`config.mk`:
```
export PLATFORM = sky130hd
export DESIGN_NAME = serdesphy_link_seq
export DESIGN_NICKNAME = d
export VERILOG_FILES = /design/src/rtl/serdesphy_link_seq.sv
export SDC_FILE = /design/constraint.sdc
export NUM_CORES = 1
export LEC_CHECK = 0
export CAP_MARGIN = 20
export CORE_MARGIN = 2
export CORE_UTILIZATION = 23
export DETAILED_ROUTE_END_ITERATION = 10
export PLACE_DENSITY = 0.45
export RECOVER_POWER = 25
export SYNTH_ARGS = -nofsm -noshare
export SYNTH_HDL_FRONTEND = slang
export SYNTH_SLANG_ARGS = --single-unit
```
`constraint.sdc`:
```
create_clock -name clk_ref_24m -period 3.4 [get_ports clk_ref_24m]
set_input_delay 0.51 -clock clk_ref_24m [delete_from_list [all_inputs] [get_ports clk_ref_24m]]
set_output_delay 0.51 -clock clk_ref_24m [all_outputs]
set_load 0.03 [all_outputs]
```
`src/rtl/serdesphy_link_seq.sv`:
```
// SerDes PHY link bring-up sequencer: isolation release, PLL lock, CDR lock and word
// alignment with per-stage timeouts and bounded retries, in the 24 MHz reference domain.
module serdesphy_link_seq #(
  parameter int SETTLE_CYC    = 64,
  parameter int RST_PULSE     = 16,
  parameter int LOCK_STABLE   = 8,
  parameter int PLL_TIMEOUT   = 24000,
  parameter int CDR_TIMEOUT   = 24000,
  parameter int ALIGN_TIMEOUT = 4800,
  parameter int MAX_RETRY     = 3,
  parameter int TIMER_W       = 16
) (
  input  logic       clk_ref_24m,
  input  logic       rst,
  input  logic       seq_en,
  input  logic       power_good,
  input  logic       pll_lock,
  input  logic       cdr_lock,
  input  logic       rx_aligned,
  output logic       iso_en,
  output logic       pll_rst,
  output logic       cdr_rst,
  output logic       rx_align_rst,
  output logic       tx_en,
  output logic       rx_en,
  output logic       link_up,
  output logic       link_fail,
  output logic [2:0] seq_state,
  output logic [1:0] retry_cnt
);

  typedef enum logic [2:0] {
    ST_IDLE     = 3'd0,
    ST_PWR      = 3'd1,
    ST_PLL_WAIT = 3'd2,
    ST_CDR_WAIT = 3'd3,
    ST_ALIGN    = 3'd4,
    ST_UP       = 3'd5,
    ST_FAIL     = 3'd6,
    ST_RETRY    = 3'd7
  } state_t;

  localparam int STAB_W = (LOCK_STABLE < 2) ? 1 : $clog2(LOCK_STABLE + 1);

  localparam logic [TIMER_W-1:0] SETTLE_END = TIMER_W'(SETTLE_CYC - 1);
  localparam logic [TIMER_W-1:0] RST_END    = TIMER_W'(RST_PULSE - 1);
  localparam logic [TIMER_W-1:0] PLL_END    = TIMER_W'(PLL_TIMEOUT - 1);
  localparam logic [TIMER_W-1:0] CDR_END    = TIMER_W'(CDR_TIMEOUT - 1);
  localparam logic [TIMER_W-1:0] ALIGN_END  = TIMER_W'(ALIGN_TIMEOUT - 1);
  localparam logic [STAB_W-1:0]  STAB_END   = STAB_W'(LOCK_STABLE - 1);
  localparam logic [1:0]         RETRY_MAX  = 2'(MAX_RETRY);

  state_t              state;
  state_t              next_state;
  logic [TIMER_W-1:0]  timer;
  logic [STAB_W-1:0]   stab_cnt;
  logic [2:0]          sync_p0;
  logic [2:0]          sync_p1;
  logic                pll_s;
  logic                cdr_s;
  logic                align_s;
  logic                retry_req;

  // Output vector order: {iso_en, pll_rst, cdr_rst, rx_align_rst, tx_en, rx_en, link_up, link_fail}
  function automatic logic [7:0] decode_outs(input state_t s);
    logic [7:0] o;
    o = 8'b1111_0000;
    case (s)
      ST_PWR:      o = 8'b0111_0000;
      ST_PLL_WAIT: o = 8'b0011_0000;
      ST_CDR_WAIT: o = 8'b0001_1100;
      ST_ALIGN:    o = 8'b0000_1100;
      ST_UP:       o = 8'b0000_1110;
      ST_FAIL:     o = 8'b1111_0001;
      ST_RETRY:    o = 8'b0111_0000;
      default:     o = 8'b1111_0000;
    endcase
    return o;
  endfunction

  // Synchronizer stage 0/1 for the asynchronous PMA/PCS status flags
  always_ff @(posedge clk_ref_24m or posedge rst) begin
    if (rst) begin
      sync_p0 <= 3'b000;
      sync_p1 <= 3'b000;
    end else begin
      sync_p0 <= {rx_aligned, cdr_lock, pll_lock};
      sync_p1 <= sync_p0;
    end
  end

  assign pll_s   = sync_p1[0];
  assign cdr_s   = sync_p1[1];
  assign align_s = sync_p1[2];

  always_comb begin
    next_state = state;
    retry_req  = 1'b0;
    if (!seq_en) begin
      next_state = ST_IDLE;
    end else if (!power_good && state != ST_IDLE && state != ST_FAIL) begin
      next_state = ST_IDLE;
    end else begin
      case (state)
        ST_IDLE:     if (power_good) next_state = ST_PWR;
        ST_PWR:      if (timer == SETTLE_END) next_state = ST_PLL_WAIT;
        ST_PLL_WAIT: begin
          if (pll_s && stab_cnt == STAB_END) next_state = ST_CDR_WAIT;
          else if (timer == PLL_END)         retry_req  = 1'b1;
        end
        ST_CDR_WAIT: begin
          if (!pll_s)                retry_req  = 1'b1;
          else if (cdr_s)            next_state = ST_ALIGN;
          else if (timer == CDR_END) retry_req  = 1'b1;
        end
        ST_ALIGN: begin
          if (!pll_s || !cdr_s)        retry_req  = 1'b1;
          else if (align_s)            next_state = ST_UP;
          else if (timer == ALIGN_END) retry_req  = 1'b1;
        end
        ST_UP:       if (!pll_s || !cdr_s || !align_s) retry_req = 1'b1;
        ST_FAIL:     next_state = ST_FAIL;
        ST_RETRY:    if (timer == RST_END) next_state = ST_PLL_WAIT;
        default:     next_state = ST_IDLE;
      endcase
      if (retry_req) next_state = (retry_cnt == RETRY_MAX) ? ST_FAIL : ST_RETRY;
    end
  end

  // Outputs are registered from the next state so they switch together with the state
  always_ff @(posedge clk_ref_24m or posedge rst) begin
    if (rst) begin
      state     <= ST_IDLE;
      timer     <= '0;
      stab_cnt  <= '0;
      retry_cnt <= 2'd0;
      {iso_en, pll_rst, cdr_rst, rx_align_rst, tx_en, rx_en, link_up, link_fail} <= decode_outs(ST_IDLE);
    end else begin
      state <= next_state;
      timer <= (next_state != state) ? '0 : timer + TIMER_W'(1);

      if (state != ST_PLL_WAIT || next_state != ST_PLL_WAIT) stab_cnt <= '0;
      else if (pll_s)                                        stab_cnt <= stab_cnt + STAB_W'(1);
      else                                                   stab_cnt <= '0;

      if (next_state == ST_IDLE || next_state == ST_UP)
        retry_cnt <= 2'd0;
      else if (next_state == ST_RETRY && state != ST_RETRY && retry_cnt != 2'd3)
        retry_cnt <= retry_cnt + 2'd1;

      {iso_en, pll_rst, cdr_rst, rx_align_rst, tx_en, rx_en, link_up, link_fail} <= decode_outs(next_state);
    end
  end

  assign seq_state = state;

endmodule

```
# Word-level counts from Yosys, hierarchy flattened
# Index checks and enable logic that the tools add are counted.
[classes]
n_eq_ne = 26
addsub = 3
reduce_logical = 18
muxes = 30
[op_table]
columns = ["op", "count"]
rows = [
  ["8-bit case mux with 6 select lines", 1],
  ["3-bit 2-to-1 mux", 11],
  ["3-bit == test (second input constant)", 8],
  ["3-bit case mux with 7 select lines", 1],
  ["16-bit by 1-bit adder with 16-bit output (second input constant)", 1],
  ["16-bit by 13-bit == test with 1-bit output (second input constant)", 1],
  ["16-bit by 15-bit == test with 1-bit output (second input constant)", 1],
  ["16-bit by 4-bit == test with 1-bit output (second input constant)", 1],
  ["16-bit by 6-bit == test with 1-bit output (second input constant)", 1],
  ["16-bit 2-to-1 mux", 1],
  ["3-bit by 2-bit == test with 1-bit output (second input constant)", 4],
  ["1-bit 2-to-1 mux", 11],
  ["4-bit 2-to-1 mux", 2],
  ["3-bit by 1-bit == test with 1-bit output (second input constant)", 2],
  ["3-bit zero test", 2],
  ["3-bit by 2-bit != test with 1-bit output (second input constant)", 2],
  ["3-bit != test (second input constant)", 2],
  ["1-bit logical AND", 5],
  ["4-bit by 1-bit adder with 4-bit output (second input constant)", 1],
  ["4-bit by 3-bit == test with 1-bit output (second input constant)", 1],
  ["1-bit zero test", 4],
  ["1-bit logical OR", 4],
  ["2-bit 2-to-1 mux", 2],
  ["1-bit case mux with 4 select lines", 1],
  ["7 further kinds", 7],
]
[word_totals]
output_inout_bits = 13
word_cells = 91
register_bits = 39
input_bits = 7

# Longest topological paths before layout
# Gate-level depths: netlist (run 1).
[logic_depth]
ltp_word = 15
mapped_depth = 8
mapped_depth_nobuf = 7

# Worst setup path before layout (run 1)
# OpenSTA, ideal clock, no wires.
[synth_path]
path_kind = "reg2reg"
startpoint = "reg timer[0]"
endpoint = "reg timer[13]"
path_buffers = 1
setup_time_ns = 0.119
stages_incl_launch_ff = 9
period_less_slack_ns = 2.451
t_required_ns = 3.281
slack_ns = 0.949
arrival_ns = 2.332
path_cell_list = "dfrtp_1 > ha_1 > nand3_1 > or4_1 > or4_1 > a31o_1 > o2111ai_2 > buf_6 > nor2_2"
[synth_between]
elab_chain_cells = 12
word_cells_on_any_way = 23
cone_classes = "add/sub: 1; eq/ne: 5; mux: 17"
[synth_lines]
columns = ["item", "line_no", "text"]
rows = [
  ["start, declared", "55", "logic [TIMER_W-1:0] timer;"],
  ["start signal, assigned", "140", "timer <= (next_state != state) ? '0 : timer + TIMER_W'(1);"],
  ["16-bit by 13-bit == test with 1-bit output or 16-bit by 15-bit == test with 1-bit output (tied branches)", "119, 109, 114", ""],
  ["1-bit 2-to-1 mux, on equally long branches", "119, 109, 114", ""],
  ["1-bit 2-to-1 mux, on equally long branches", "118, 113", ""],
  ["1-bit 2-to-1 mux, on equally long branches", "117, 112", ""],
  ["1-bit case mux with 4 select lines", "104", "case (state)"],
  ["1-bit 2-to-1 mux", "101", "end else if (!power_good && state != ST_IDLE && state != ST_FAIL) begin"],
  ["1-bit 2-to-1 mux", "99", "if (!seq_en) begin"],
  ["3-bit 2-to-1 mux", "126", "if (retry_req) next_state = (retry_cnt == RETRY_MAX) ? ST_FAIL : ST_RETRY;"],
  ["3-bit 2-to-1 mux", "101", ""],
  ["3-bit 2-to-1 mux", "99", ""],
  ["3-bit != test", "140", ""],
  ["16-bit 2-to-1 mux *", "140", ""],
]
# Every way passes the cells marked *; elsewhere a longest branch is shown, timed or not. The select of a mux whose other input is x is not followed.
# A chain may end at the register's enable or synchronous reset.

# Worst setup path in the final report (run 1)
[layout_path]
startpoint = "reg timer[8]"
endpoint = "reg timer[5]"
[layout_between]
elab_chain_cells = 12
word_cells_on_any_way = 22
cone_classes = "eq/ne: 5; mux: 17"
[layout_lines]
columns = ["item", "line_no"]
rows = [
  ["16-bit by 13-bit == test with 1-bit output or 16-bit by 15-bit == test with 1-bit output (tied branches)", "119, 109, 114"],
  ["1-bit 2-to-1 mux, on equally long branches", "119, 109, 114"],
  ["1-bit 2-to-1 mux, on equally long branches", "118, 113"],
  ["1-bit 2-to-1 mux, on equally long branches", "117, 112"],
  ["1-bit case mux with 4 select lines", "104"],
  ["1-bit 2-to-1 mux", "101"],
  ["1-bit 2-to-1 mux", "99"],
  ["3-bit 2-to-1 mux *", "126"],
  ["3-bit 2-to-1 mux *", "101"],
  ["3-bit 2-to-1 mux *", "99"],
  ["3-bit != test *", "140"],
  ["16-bit 2-to-1 mux *", "140"],
]
# Marked as above.

==> metrics.md, run 1 <==
| Metric | Value |
|---|---|
| Status | `completed` |
| Mapped Cells | `195` |
| Core outline area | `0.00826 sq mm` |
| 1st-pass router iterations | `6` |
| Maximum fanout along the worst path | `16` |
| Leakage power | `0.920 nW` |
| Die height | `96.3 um` |
| FFs w/ async S/R, synth | `1.00` |
| Final Slew Violations | `0` |
| Clock buffer depth | `2` |
| Final hold slack | `0.362 ns` |
| HP Class | `reg2reg` |
| GRT overflow | `0` |
| DIE AREA | `0.00927 sq mm` |
| DP Wirelength | `2.93 mm` |
| CTS tree | `built` |
| Worst slew pin tran | `0.997 ns` |
| Final nets | `226` |
| Hold Path Cell Cnt | `0` |
| Crit path capture type | `register` |
| Dpl cells | `314` |
| Most common cell after layout, fill and taps aside | `dfrtp_1` |
| ANT cells | `0` |
| Share of layout cells above drive strength 1 | `0.143` |
| Number of synthesized flops with an enable pin | `0` |
| Worst-path clk slew | `0.08 ns` |
| #FFs+latches synth | `38` |
| Synth warnings | `0` |
| Layout Skew | `0.00876 ns` |
| ANT nets after route | `0` |
| Register area share after synthesis | `0.488` |
| Crit path time final | `3.01 ns` |
| Cell Area, Synth | `0.00196 sq mm` |
| Post-route cell area | `0.00234 sq mm` |
| CTS-repair resized insts | `0` |
| CTS Sinks | `38` |
| Clock Latency Late Sink | `0.29 ns` |
| First-pass GRT wire length | `6.96 mm` |
| Root buf cell | `clkbuf_8` |
| Critical Path AT | `3.14 ns` |
| Commonest cells after routing, fill and taps aside | `dfrtp_1 (34), nor2_1 (26), clkdlybuf4s50_1 (15)` |
| Fin util | `0.284` |
| Critical Path RT | `3.54 ns` |
| Worst R2R Path Depth | `6` |
| GP Congestion | `0.761` |
| VDD IR max | `0.000163 V` |
| Antenna violations before repair | `0` |
| # setup viols final | `0` |
| Total number of vias | `1453` |
| Tcrit/Tclk final | `0.885` |
| Pin count of the biggest net entering global routing | `21` |
| Post-synth cell types | `47` |
| Hold Vio Cnt, Final | `0` |
| Area grow syn2layout | `19.5%` |
| Syn_area_per_cell | `10.0 sq um` |
| Initial Utilization | `0.237` |
| FP Rows | `33` |
| DR iter-0 viols | `29` |
| Io pins | `20` |
| Total routed wirelength | `4.01 mm` |
| Placed inst area | `0.00225 sq mm` |
| Total track usage | `0.0951` |
| Vias in the first global route | `1458` |
| Die span in x | `96.3 um` |
| Unrepaired setup endpoints after global routing | `false` |
| Setup_tns | `0 ns` |
| Rel. slew slack | `0.335` |
| Post-CTS Setup Bufs | `0` |
| Vias per cell | `4.51` |
| Fmax | `333 MHz` |
| Syn Nets | `205` |
| Top_reg_cell synth | `dfrtp_1` |
| H-Tree Depth | `2` |
| Port buffer count | `19` |
| TritonCTS buffer count | `5` |
| WS Path Type | `reg2reg` |
| Drt wl/cell | `12.4 um` |
| DRC | `0` |
| Fin cells | `322` |
| CTS Hold Buffers Added | `0` |
| Pwr Density | `494 mW/mm^2` |
| R2R setup slack | `0.39 ns` |
| CP startpoint kind | `register` |
| Max Cap Violations | `0` |
## state kept, by name, indices dropped and copies added (netlist names)
name / flops
seq_state: 3
rx_align_rst: 1
rx_en: 1
sync_p0: 3
link_fail: 1
pll_rst: 1
stab_cnt: 4
timer: 16
link_up: 1
cdr_rst: 1
retry_cnt: 2
sync_p1: 3
iso_en: 1
## logic make-up (layout without fill, tap and decap cells)
kind of cell / after synthesis / after routing / share of synthesized area
xor+xnor: 18 / 18 / 0.0805
mux: 1 / 1 / 0.00575
compound gates: 28 / 28 / 0.114
fa+ha+maj: 3 / 3 / 0.0192
buf+inv: 12 / 34 / 0.0306
flops: 38 / 38 / 0.488
simple gates: 95 / 95 / 0.262
## metrics by stage
stage | power [mW] | worst slack (ns)
after floorplan | 0.775 | 0.949
after global placement | 0.856 | 0.502
after detailed placement | 0.851 | 0.390
after CTS | 1.17 | 0.362
after global routing | 1.23 | 0.183
final | 1.16 | 0.393
## final timing paths
check / start / endpoint
worst min register to register: sync_p0[1]$_DFF_PP0_ / sync_p1[1]$_DFF_PP0_
max in group asynchronous: rst / rx_align_rst$_DFF_PP1_
min in group asynchronous: rst / timer[11]$_DFF_PP0_
worst max register to register: timer[8]$_DFF_PP0_ / timer[5]$_DFF_PP0_
worst min-delay path: sync_p0[1]$_DFF_PP0_ / sync_p1[1]$_DFF_PP0_
worst max-delay path: timer[8]$_DFF_PP0_ / timer[5]$_DFF_PP0_
## metal layers
| layer | vias to the layer above | track usage | wire [um] |
|---|---|---|---|
| li1 | 725 | - | - |
| met1 | 688 | 0.127 | 1910 |
| met2 | 34 | 0.149 | 1860 |
| met3 | 6 | 0.0266 | 203 |
| met4 | 0 | 0.0282 | 36 |
| met5 | - | 0 | 0 |
## Yosys cell counts, types with 2 or more instances
master,number,share of area
dfrtp_1,34,0.43
and3_1,2,0.0064
dfstp_2,4,0.054
nand4_1,5,0.016
o21ai_0,3,0.0077
xnor2_1,10,0.045
and2_1,4,0.013
xor2_1,8,0.036
ha_1,3,0.019
inv_1,6,0.011
clkbuf_1,3,0.0057
nand2_1,12,0.023
nor2b_1,3,0.0096
nor3_1,4,0.010
a211oi_1,2,0.0077
nand3b_1,5,0.019
nand3_1,7,0.018
o21a_1,2,0.0077
buf_4,2,0.0077
nand2b_1,3,0.0096
a21bo_2,2,0.010
a21oi_1,6,0.015
nor2_1,26,0.050
a221oi_2,2,0.015
or4_1,6,0.023
nor2_2,10,0.032
## cell type report
class                      instances  area (sq um)
multi-input combinational        145           943
sequential                        38           956
fill                             871          5920
clock inverter                     1          5.00
clock buffer                       7          86.3
tap                              105           131
timing repair buffer              20           198
inverter                           6          22.5
## worst max-delay path, cell delays in order, from the launching register on
cell and delay, ns:
dfrtp_1 0.43, or4_1 0.56, or4_1 0.48, nor4_1 0.35
nor3_1 0.10, o2111ai_2 0.82, nor2_1 0.12
## power by group
| part | switching (mW) | internal (mW) |
|---|---|---|
| Clock | 0.156 | 0.164 |
| Sequential | 0.0412 | 0.488 |
| Combinational | 0.199 | 0.109 |
(Power assumes the default switching activity.)
==> inputs of run 2 (changes only) <==
- clock period: 3.4 -> 2.9 ns (I/O delays scaled with it)
==> run 2 against run 1 <==
Effect of this change: combinational power grew 38%; global-route usage grew 0.48 points; the flow now finishes with violations (max-capacitance violations, max-slew violations); clock skew fell by 0.0041 ns; worst setup slack lost 0.11 ns; critical path depth unchanged; sequential cell count unchanged; count of clock-buffer cells in the layout is the same; clock power is 19% higher; power grew 22%; final area increased by 1.9%; via count decreased by 0.14%; first-iteration DRC count up 100%.
==> metrics.md, run 2 (same netlist as run 1, synthesis figures left out) <==
| Metric | Value |
|---|---|
| GP Congestion | `0.821 (+8.0%)` |
| Total track usage | `0.0999 (+0.00483)` |
| Worst slew pin tran | `2.00 ns (+1.00 ns)` |
| ANT cells | `0 (unchanged)` |
| CP startpoint kind | `register` |
| Drt wl/cell | `12.7 um (+2.1%)` |
| CP startpoint | `timer[8]$_DFF_PP0_` |
| Critical Path AT | `2.82 ns (-0.32 ns)` |
| Fill count | `876 (+0.57%)` |
| Hold_sp | `sync_p0[1]$_DFF_PP0_` |
| First-pass GRT wire length | `7.18 mm (+3.3%)` |
| CTS Hold Buffers Added | `0 (unchanged)` |
| Failing checks | `max-capacitance violations, max-slew violations` |
| Pwr Density | `594 mW/mm^2 (+20%)` |
| Root buf cell | `clkbuf_8` |
| Biggest regs | `timer: 16 flops, stab_cnt: 4 flops` |
| Initial Utilization | `0.237 (unchanged)` |
| Post-CTS Setup Bufs | `0 (unchanged)` |
| Kind of cell adding the most delay to the critical path | `simple AND/OR/NAND/NOR gates` |
| Max Cap Violations | `1 (+1)` |
| Crit path capture type | `register` |
| 1st-pass router iterations | `4 (-2)` |
| Most flop-heavy register | `timer` |
| Area grow syn2layout | `21.8%` |
| Crit path time final | `2.62 ns (-0.387 ns)` |
| WS Path Type | `reg2reg` |
| Die span in x | `96.3 um (unchanged)` |
| CTS tree | `built` |
| Final Slew Violations | `39 (+39)` |
| Final hold slack | `0.353 ns (-0.00875 ns)` |
| FP Rows | `33 (unchanged)` |
| Total number of vias | `1451 (-0.14%)` |
| Port buffer count | `19 (unchanged)` |
| Die height | `96.3 um (unchanged)` |
| DR iter-0 viols | `58 (+100%)` |
| CTS Sinks | `38 (unchanged)` |
| Leakage power | `0.948 nW (+3.1%)` |
| VDD IR max | `0.000326 V (+100%)` |
| Worst-path clk slew | `0.08 ns (about the same)` |
| GRT overflow | `0 (unchanged)` |
| DIE AREA | `0.00927 sq mm (unchanged)` |
| DRC | `0 (unchanged)` |
| H-Tree Depth | `2 (unchanged)` |
| Vias in the first global route | `1468 (+0.69%)` |
| Max FFs per register | `16 (unchanged)` |
| Unrepaired setup endpoints after global routing | `false` |
| Pin count of the biggest net entering global routing | `39 (+86%)` |
| Largest stage delay, worst path | `0.56 ns (-0.26 ns)` |
| Total routed wirelength | `4.14 mm (+3.4%)` |
| Commonest cells after routing, fill and taps aside | `dfrtp_1 (34), nor2_1 (26), clkdlybuf4s50_1 (16)` |
| CP bufs+invs | `0 (unchanged)` |
| Final nets | `230 (+1.8%)` |
| Maximum fanout along the worst path | `5 (-11)` |
| Vias per cell | `4.45 (-1.4%)` |
| Antenna violations before repair | `0 (unchanged)` |
| Io pins | `20 (unchanged)` |
| # setup viols final | `0 (unchanged)` |
| Clock buffer depth | `2 (unchanged)` |
| Most common cell after layout, fill and taps aside | `dfrtp_1` |
| Core outline area | `0.00826 sq mm (unchanged)` |
| Critical Path RT | `3.10 ns (-0.44 ns)` |
| DP Wirelength | `3.00 mm (+2.5%)` |
| Slowest cell on the critical path | `or4_1` |
| Setup_tns | `0 ns (unchanged)` |
| Layout Skew | `0.00466 ns (-0.00410 ns)` |
| Reg-to-reg startpoint | `timer[8]$_DFF_PP0_` |
| Hold Vio Cnt, Final | `0 (unchanged)` |
| Clock Latency Late Sink | `0.29 ns (about the same)` |
| HP Class | `reg2reg` |
| Share of layout cells above drive strength 1 | `0.158 (+0.0155)` |
| Tcrit/Tclk final | `0.903 (+0.0189)` |
| TritonCTS buffer count | `5 (unchanged)` |
| Dpl cells | `318 (+1.3%)` |
| ANT nets after route | `0 (unchanged)` |
| CTS-repair resized insts | `0 (unchanged)` |
| Rel. slew slack | `-0.332 (-0.668)` |
| Fmax | `382 MHz (+15%)` |
| Status | `finished, violations left` |
| Fin cells | `326 (+1.2%)` |
| Crit path cell chain | `or4_1, or4_1, nor4_1, a21oi_1, nor2b_1, a221oi_2` |
| Most used cell, CP | `or4_1` |
[run 2: changes by cell type in the layout (fill, tap and decap cells not counted)]
cell / change
nand3_2: +1
buf_12: +1
buf_4: +2
dlygate4sd3_1: -1
nand3_1: -1
clkbuf_1: +1
clkdlybuf4s50_1: +1
[run 2: final timing paths]
path                                            end  slack, ns  cells after the start
setup / recovery           retry_cnt[0]$_DFFE_PP0P_       0.28                      6
max in group asynchronous       timer[10]$_DFF_PP0_       0.58                      3
min in group asynchronous       timer[14]$_DFF_PP0_       1.16                      3
hold reg to reg                sync_p1[1]$_DFF_PP0_       0.35                      0
setup reg to reg           retry_cnt[0]$_DFFE_PP0P_       0.28                      6
hold / removal                 sync_p1[1]$_DFF_PP0_       0.35                      0
[run 2: per-layer routing]
metal | GRT usage | vias up | part of all wire | wire (um)
met5 | 0 | - | 0 | 0
li1 | - | 734 | - | -
met4 | 0.0246 | 0 | 0.0051 | 21
met3 | 0.0243 | 2 | 0.042 | 172
met1 | 0.131 | 690 | 0.50 | 2050
met2 | 0.165 | 25 | 0.46 | 1900
[run 2: layout make-up]
type | instances | area [sq um] | area share
flip-flops and latches | 38 | 956 | 0.401
inverters | 6 | 22.5 | 0.00944
repair buffers | 24 | 236 | 0.0991
clock inverters | 1 | 5.00 | 0.00210
multi-input cells | 145 | 948 | 0.397
well taps | 105 | 131 | 0.0551
clock buffers | 7 | 86.3 | 0.0362
[run 2: power by group]
part / leakage (nW) / switching [mW] / internal, mW / total (mW)
logic: 0.401 / 0.257 / 0.169 / 0.425
registers: 0.499 / 0.0378 / 0.572 / 0.610
clock network: 0.0482 / 0.188 / 0.192 / 0.380
[run 2: through the flow]
step / power, mW / util / cell area, sq um / worst slack (ns)
floorplan: 0.908 / - / 1960 / 0.449
CTS: 1.44 / 0.289 / 2380 / 0.162
global placement: 1.06 / 0.278 / 2290 / 0.280
detailed placement: 1.05 / 0.278 / 2290 / 0.184
finish: 1.42 / 0.289 / 2390 / 0.280
global route: 1.51 / 0.289 / 2390 / 0.0587
==> inputs of run 3 (changes only) <==
- CTS_BUF_LIST: default -> sky130_fd_sc_hd__clkbuf_4 sky130_fd_sc_hd__clkbuf_8 sky130_fd_sc_hd__clkbuf_16
- PLACE_DENSITY: 0.45 -> default
- PLACE_DENSITY_LB_ADDON: default -> 0.12
- TNS_END_PERCENT: default -> 100
==> run 3 against run 2 <==
Effect of this change: the flow now finishes without violations; sequential power barely moved; register-to-register slack improved by 0.03 ns; combinational power about the same; die area is the same; non-clock buffer count increased by 1; power shrank 0.52%; global-route usage grew 0.29 points; clock power fell by 2%; final area grew 0.37%; critical path depth increased by 2; worst setup slack gained 0.026 ns; largest cell class unchanged; largest power group unchanged.
==> metrics.md, run 3 (same netlist as run 1, synthesis figures left out) <==
| Metric | Value |
|---|---|
| CP startpoint kind | `register` |
| TritonCTS buffer count | `5 (unchanged)` |
| Leakage power | `0.958 nW (+1.1%)` |
| 1st-pass router iterations | `4 (unchanged)` |
| VDD IR max | `0.000185 V (-43%)` |
| Commonest cells after routing, fill and taps aside | `dfrtp_1 (34), nor2_1 (26), clkdlybuf4s50_1 (15)` |
| Critical Path AT | `2.77 ns (-0.05 ns)` |
| DP Wirelength | `3.10 mm (+3.3%)` |
| Clock power share | `0.266 (-0.003)` |
| Initial Utilization | `0.237 (unchanged)` |
| GP Congestion | `0.794 (-3.3%)` |
| Power Total | `1.41 mW (-0.52%)` |
| DR iter-0 viols | `55 (-5.2%)` |
| Fmax | `385 MHz (+0.98%)` |
| Root buf cell | `clkbuf_8` |
| P_sw | `0.468 mW (-3.0%)` |
| # setup viols final | `0 (unchanged)` |
| Worst-path clk slew | `0.07 ns (about the same)` |
| CTS Hold Buffers Added | `0 (unchanged)` |
| Final Slew Violations | `0 (-100%)` |
| Area grow syn2layout | `22.2%` |
| Vias per cell | `4.55 (+2.2%)` |
| Sequential Power Share | `0.435 (+0.004)` |
| Switching part of the total power | `0.333 (-0.00845)` |
| ANT cells | `0 (unchanged)` |
| Status | `completed` |
| Crit path capture type | `register` |
| Internal | `0.940 mW (+0.75%)` |
| DIE AREA | `0.00927 sq mm (unchanged)` |
| Core outline area | `0.00826 sq mm (unchanged)` |
| Unrepaired setup endpoints after global routing | `false` |
| HP Class | `reg2reg` |
| Fill count | `881 (+0.57%)` |
| Combinational share of power | `0.300 (about the same)` |
| GRT overflow | `0 (unchanged)` |
| Final nets | `231 (+0.43%)` |
| H-Tree Depth | `2 (unchanged)` |
| Die height | `96.3 um (unchanged)` |
| Tcrit/Tclk final | `0.895 (-0.00880)` |
| Clock buffer depth | `2 (unchanged)` |
| Antenna violations before repair | `0 (unchanged)` |
| Most common cell after layout, fill and taps aside | `dfrtp_1` |
| Max Cap Violations | `0 (-1)` |
| Total number of vias | `1487 (+2.5%)` |
| ANT nets after route | `0 (unchanged)` |
| DRC | `0 (unchanged)` |
| Rel. slew slack | `0.385 (+0.717)` |
| Total routed wirelength | `4.19 mm (+1.0%)` |
| FP Rows | `33 (unchanged)` |
| Drt wl/cell | `12.8 um (+0.70%)` |
| Port buffer count | `19 (unchanged)` |
| Pwr Density | `588 mW/mm^2 (-0.89%)` |
| Maximum fanout along the worst path | `16 (+11)` |
| CTS Sinks | `38 (unchanged)` |
| Final worst setup slack | `0.306 ns (+0.0255 ns)` |
| Setup_tns | `0 ns (unchanged)` |
| Clock Latency Late Sink | `0.28 ns (about the same)` |
| Final hold slack | `0.349 ns (-0.00433 ns)` |
| Die span in x | `96.3 um (unchanged)` |
| Most flop-heavy register | `timer` |
| Pin count of the biggest net entering global routing | `39 (unchanged)` |
| Vias in the first global route | `1540 (+4.9%)` |
| Share of layout cells above drive strength 1 | `0.171 (+0.0128)` |
| First-pass GRT wire length | `7.37 mm (+2.6%)` |
| Crit path time final | `2.59 ns (-0.0255 ns)` |
| Max FFs per register | `16 (unchanged)` |
| Critical Path RT | `3.07 ns (-0.03 ns)` |
| Worst slew pin tran | `0.922 ns (-1.08 ns)` |
| Io pins | `20 (unchanged)` |
| CTS tree | `built` |
| WS Path Type | `reg2reg` |
| DP Worst Slack | `0.174 ns (-0.00955 ns)` |
| Biggest regs | `timer: 16 flops, stab_cnt: 4 flops` |
| Layout Skew | `0.00386 ns (-0.000803 ns)` |
| Hold Vio Cnt, Final | `0 (unchanged)` |
| Total track usage | `0.103 (+0.00291)` |
-- run 3: changes by cell type in the layout (fill, tap and decap cells not counted), sizes merged --
| cell | previous run | this run |
|---|---|---|
| buf | 4 | 5 |
| clkbuf | 8 | 9 |
| clkdlybuf4s50 | 16 | 15 |
| clkinv | 1 | 0 |
| dlygate4sd3 | 3 | 4 |
-- run 3: final cells by class --
type / instances / area, sq um / area share
Sequential cell: 38 / 956 / 0.399
Inverter: 6 / 22.5 / 0.00940
Multi-Input combinational cell: 145 / 948 / 0.396
Timing Repair Buffer: 25 / 245 / 0.102
Clock buffer: 8 / 91.3 / 0.0381
Tap cell: 105 / 131 / 0.0549
-- run 3: critical path, cell delays in order (launching register included) --
cell and delay, ns:
dfrtp_1 0.40, ha_1 0.20, nand3_1 0.16, or4_1 0.53, or4_1 0.58, a31o_1 0.25, o2111ai_2 0.11, buf_12 0.20
nor2_1 0.06
-- run 3: per-stage QoR --
stage,instances,util,cell area [sq um]
after CTS,327,0.290,2390
after detailed placement,319,0.279,2300
after global routing,327,0.290,2390
after global placement,319,0.279,2300
after floorplan,195,-,1960
final,327,0.290,2390
-- run 3: per-layer routing --
layer	share of wire	routed length, um	vias up	track usage
met5	0	0	-	0
li1	-	-	733	-
met3	0.048	201	12	0.0290
met1	0.47	1960	706	0.131
met4	0.030	127	0	0.0481
met2	0.45	1900	36	0.161
-- run 3: power by group through the flow --
stage	sequential [mW]	combinational, mW	clock (mW)
4_1_cts	0.613	0.431	0.392
5_1_grt	0.619	0.470	0.415
3_3_place_gp	0.626	0.438	0
6_report	0.612	0.422	0.374
2_1_floorplan	0.643	0.266	0
3_5_place_dp	0.623	0.428	0
-- run 3: worst paths after layout --
check | from | endpoint | slack (ns) | cells past startpoint
min in group asynchronous | rst | sync_p0[2]$_DFF_PP0_ | 0.87 | 3
setup reg to reg | timer[0]$_DFF_PP0_ | timer[15]$_DFF_PP0_ | 0.31 | 8
hold reg to reg | sync_p0[0]$_DFF_PP0_ | sync_p1[0]$_DFF_PP0_ | 0.35 | 0
setup / recovery | timer[0]$_DFF_PP0_ | timer[15]$_DFF_PP0_ | 0.31 | 8
hold / removal | sync_p0[0]$_DFF_PP0_ | sync_p1[0]$_DFF_PP0_ | 0.35 | 0
max in group asynchronous | rst | seq_state[2]$_DFF_PP0_ | 1.46 | 3
-- run 3: what timing repair did --
action,4_1_cts,5_1_grt
setup buffers,0,0
gates resized for setup,0,1
hold endpoints to repair,0,0
setup endpoints to repair,0,2
